==> config.mk <==
export PLATFORM = sky130hd
export DESIGN_NAME = reset_sequencer
export DESIGN_NICKNAME = d
export VERILOG_FILES = /design/src/rtl/reset_sequencer.sv
export SDC_FILE = /design/constraint.sdc
export NUM_CORES = 1
export LEC_CHECK = 0
export CAP_MARGIN = 15
export CELL_PAD_IN_SITES_DETAIL_PLACEMENT = 1
export CELL_PAD_IN_SITES_GLOBAL_PLACEMENT = 1
export CORE_UTILIZATION = 49
export DETAILED_ROUTE_END_ITERATION = 10
export PLACE_DENSITY_LB_ADDON = 0.1
export SYNTH_ARGS = -nofsm -noshare
export SYNTH_HDL_FRONTEND = slang
export SYNTH_SLANG_ARGS = --single-unit
==> constraint.sdc <==
create_clock -name clk -period 2.7 [get_ports clk]
set_input_delay 0.54 -clock clk [delete_from_list [all_inputs] [get_ports clk]]
set_output_delay 0.54 -clock clk [all_outputs]
set_load 0.01 [all_outputs]
==> src/rtl/reset_sequencer.sv <==
// reset_sequencer: debounces the front-panel button and releases video then CPU resets
// in a staggered, registered sequence that a debounced press re-runs.
module reset_sequencer #(
  parameter int CNT_W          = 16,
  parameter int DEB_COUNT      = 12000,
  parameter int HOLD_CYCLES    = 256,
  parameter int STAGGER_CYCLES = 16
) (
  input  logic clk,
  input  logic reset,
  input  logic button,
  output logic button_db,
  output logic button_pulse,
  output logic video_reset,
  output logic cpu_reset,
  output logic ready
);
  typedef enum logic [1:0] {ST_HOLD, ST_VIDEO, ST_RUN} state_t;
  localparam logic [CNT_W-1:0] ONE       = CNT_W'(1);
  localparam logic [CNT_W-1:0] DEB_LAST  = CNT_W'(DEB_COUNT - 1);
  localparam logic [CNT_W-1:0] HOLD_LAST = CNT_W'(HOLD_CYCLES - 1);
  localparam logic [CNT_W-1:0] STAG_LAST = CNT_W'(STAGGER_CYCLES - 1);
  logic             bs1_q, bs2_q;
  logic             button_db_q, button_db_d;
  logic             button_pulse_q, button_pulse_d;
  logic [CNT_W-1:0] deb_cnt_q, deb_cnt_d;
  logic [CNT_W-1:0] seq_cnt_q, seq_cnt_d;
  state_t           state_q, state_d;
  logic             video_reset_q, cpu_reset_q, ready_q;
  always_comb begin
    button_db_d = button_db_q;
    deb_cnt_d   = '0;
    if (bs2_q != button_db_q) begin
      if (deb_cnt_q == DEB_LAST) button_db_d = bs2_q;
      else deb_cnt_d = deb_cnt_q + ONE;
    end
    button_pulse_d = button_db_d & ~button_db_q;
    state_d   = state_q;
    seq_cnt_d = seq_cnt_q;
    case (state_q)
      ST_HOLD: begin
        if (button_db_q) seq_cnt_d = '0;
        else if (seq_cnt_q == HOLD_LAST) begin
          seq_cnt_d = '0;
          state_d   = ST_VIDEO;
        end else seq_cnt_d = seq_cnt_q + ONE;
      end
      ST_VIDEO: begin
        if (button_pulse_q) begin
          seq_cnt_d = '0;
          state_d   = ST_HOLD;
        end else if (seq_cnt_q == STAG_LAST) begin
          seq_cnt_d = '0;
          state_d   = ST_RUN;
        end else seq_cnt_d = seq_cnt_q + ONE;
      end
      ST_RUN: begin
        if (button_pulse_q) begin
          seq_cnt_d = '0;
          state_d   = ST_HOLD;
        end
      end
      default: begin
        seq_cnt_d = '0;
        state_d   = ST_HOLD;
      end
    endcase
  end
  // Reset outputs are decoded from the next state so they change on the same edge as the FSM.
  always_ff @(posedge clk) begin
    if (reset) begin
      bs1_q          <= 1'b0;
      bs2_q          <= 1'b0;
      button_db_q    <= 1'b0;
      button_pulse_q <= 1'b0;
      deb_cnt_q      <= '0;
      state_q        <= ST_HOLD;
      seq_cnt_q      <= '0;
      video_reset_q  <= 1'b1;
      cpu_reset_q    <= 1'b1;
      ready_q        <= 1'b0;
    end else begin
      bs1_q          <= button;
      bs2_q          <= bs1_q;
      button_db_q    <= button_db_d;
      button_pulse_q <= button_pulse_d;
      deb_cnt_q      <= deb_cnt_d;
      state_q        <= state_d;
      seq_cnt_q      <= seq_cnt_d;
      video_reset_q  <= state_d == ST_HOLD;
      cpu_reset_q    <= state_d != ST_RUN;
      ready_q        <= state_d == ST_RUN;
    end
  end
  assign button_db    = button_db_q;
  assign button_pulse = button_pulse_q;
  assign video_reset  = video_reset_q;
  assign cpu_reset    = cpu_reset_q;
  assign ready        = ready_q;
endmodule
==> out/metrics.yaml <==
wl_per_cell_um: 16.5
synth_compound_area_frac: 0.109
placed_area_um2: 2020
reg2reg_to: "seq_cnt_q[4]"
synth_xor_area_frac: 0.0766
synth-simple-area-share: 0.330
dr_total_vias: 1581
wl_mm: 4.42
fin_nets: 224
clk_path_buf_depth: 2
fin_area_um2: 2140
p_clk_frac: 0.437
synth_edf_count: 0
cp_max_fo: 23
swShare: 0.217
grt_pass1_vias: 1639
route.detailed.drc: 0
postCtsHoldBufs: 0
vias_per_cell: 5.90
cts_root_buffer: "clkbuf_8"
drtIter0Drc: 67
grt_max_degree: 24
syn_inst: 213
end_kind: "flop"
synthDistinctLibCells: 45
io_pins: 8
drt_first_pass_iters: 4
power_mw: 1.15
drtAntennaViolNets: 0
slew_headroom: 0.537
pwr-share-comb: 0.027
r2r_slack_ns: 0.47
die-area_um2: 4220
cellLeakagePower_nw: 0.773
synth_seq_cells: 41
critPathLaunch: "seq_cnt_q[0]"
ctsResizeCount: 0
syn_avg_cell_area_um2: 9.12
gp_congestion: 0.775
synth.area.mux_share: 0.0103
setup-tns-final_ns: 0
core_area_um2: 3740
stdcell_count: 268
intPower_mw: 0.900
status: "complete, no violations"
clk_pin_slew_ns: 0.09
holdWs_ns: 0.457
htreeDepth: 2
finalClockSkew_ns: 0.00780
post-cts-setup-buffers: 0
postLayoutCoreUtil: 0.571
final_cell_mix: "dfxtp_1, nor2_1, nand2_1, and3_1"
powerDensity_nw_per_um2: 537
synth_fp_nets: 218
max-cap-violations: 0
vdd_drop_max_mv: 0.329
port_buffers: 7
cp.required_ns: 2.90
async_reset_ff_frac: 0
start_util: 0.519
antenna_cells: 0
min_period_ns: 2.23
yosysWarningCount: 0
cts_tree: "done"
crit_end: "seq_cnt_q[4]"
synth_top_family_by_area: "simple AND/OR/NAND/NOR gates"
hold_viol: 0
synth_seq_area_share: 0.422
std_cell_rows: 22
synthAdderAreaFrac: 0.0129
seqPwrFrac: 0.536
gr-total-overflow: 0
grt_util_all_layers: 0.240
final_common_cell: "dfxtp_1"
clock-sinks: 41
grt_pass1_wl_mm: 7.64
final.setup.worst_slack_ns: 0.473
cts_buffers: 5
timing.rr.start: "seq_cnt_q[0]"
reg2regPathDepth: 6
critical_path_class: "reg -> reg"
syn2layout_area_growth_pct: 10.0
cp-start-kind: "flop"
post-route-period-util: 0.825
die_x_um: 65.0
fp.dieH_um: 65.0
synthFlopType: "dfxtp_1"
antenna_found_initial: 0
power_switching_mw: 0.249
timing.fmax_mhz: 449
netlist_area_um2: 1940
setup_violations: 0
report.final.slew_viol_count: 0
drive_gt1_frac: 0.0636
dp_slack_ns: 0.489
arrival_ns: 2.42
clock_latency_ns: 0.29
worst_slew_pin_slew_ns: 0.689
rsz0062_at_grt: "no"
dp_cells: 260
dp_hpwl_mm: 3.08
hold_class: "reg -> reg"
## worst max-delay path: stages, from the launching register on
cell     delay, ns
dfxtp_1       0.41
ha_1          0.23
and4_1        0.31
nand4_1       0.20
a22oi_4       0.53
nor2_1        0.18
a22o_1        0.26
## per-layer routing
metal  GRT usage  routed length, µm  vias up
met4      0.0972                 96        0
met3      0.0528                 81        8
met2       0.413               2150       22
met1       0.286               2090      771
met5           0                  0        -
li1            -                  -      780
## cell families after synthesis
group	count (synthesis)
AOI/OAI and AO/OA	26
buffers and inverters	14
DFF	41
adders and majority gates	2
and+or+nand+nor	111
xor gates and xnor gates	17
muxes	2
## how the worst min path moves through the flow
stage                     startpoint    end  slack, ns  cells past startpoint
after floorplan                bs1_q  bs2_q       0.41                      1
after global placement         bs1_q  bs2_q       0.44                      1
after detailed placement       bs1_q  bs2_q       0.43                      1
after CTS                      bs1_q  bs2_q       0.46                      1
after global routing           bs1_q  bs2_q       0.47                      1
final                          bs1_q  bs2_q       0.46                      1
## layout make-up
class | count | area, µm²
Timing Repair Buffer | 8 | 77.6
Inverter | 5 | 18.8
Tap cell | 48 | 60.1
Sequential cell | 41 | 821
Multi-Input combinational cell | 158 | 1050
Clock buffer | 5 | 68.8
Fill cell | 434 | 1610
Clock inverter | 3 | 46.3
## cell usage after synthesis, types with 3 or more instances
cell | number | share of area
a211o_1 | 3 | 0.014
a22o_1 | 4 | 0.018
and3_1 | 10 | 0.032
nor2b_1 | 5 | 0.016
nand4_1 | 7 | 0.023
inv_1 | 5 | 0.0097
nor2_1 | 27 | 0.052
nor4b_1 | 3 | 0.014
nor4_1 | 5 | 0.016
nand2b_1 | 4 | 0.013
nor3_1 | 9 | 0.023
nor4_2 | 3 | 0.019
dfxtp_1 | 41 | 0.42
nand3_1 | 8 | 0.021
buf_2 | 4 | 0.010
xor2_1 | 8 | 0.036
a21o_1 | 3 | 0.012
xnor2_1 | 9 | 0.041
nand2_1 | 12 | 0.023
o31ai_1 | 7 | 0.027
## power by group through the flow
stage / Sequential [mW] / Clock, mW / Combinational [mW]
after floorplan: 0.628 / 0 / 0.0226
after global placement: 0.629 / 0 / 0.0285
after detailed placement: 0.630 / 0 / 0.0309
after CTS: 0.616 / 0.512 / 0.0313
after global routing: 0.617 / 0.537 / 0.0338
final: 0.616 / 0.502 / 0.0309
## registers in the layout (all words and copies together), names as in the netlist
register      cells
deb_cnt_q        16
button_pulse      1
bs2_q             1
button_db         1
cpu_reset         1
seq_cnt_q        16
video_reset       1
state_q           2
bs1_q             1
ready             1
Power figures use the tool's default switching activity.
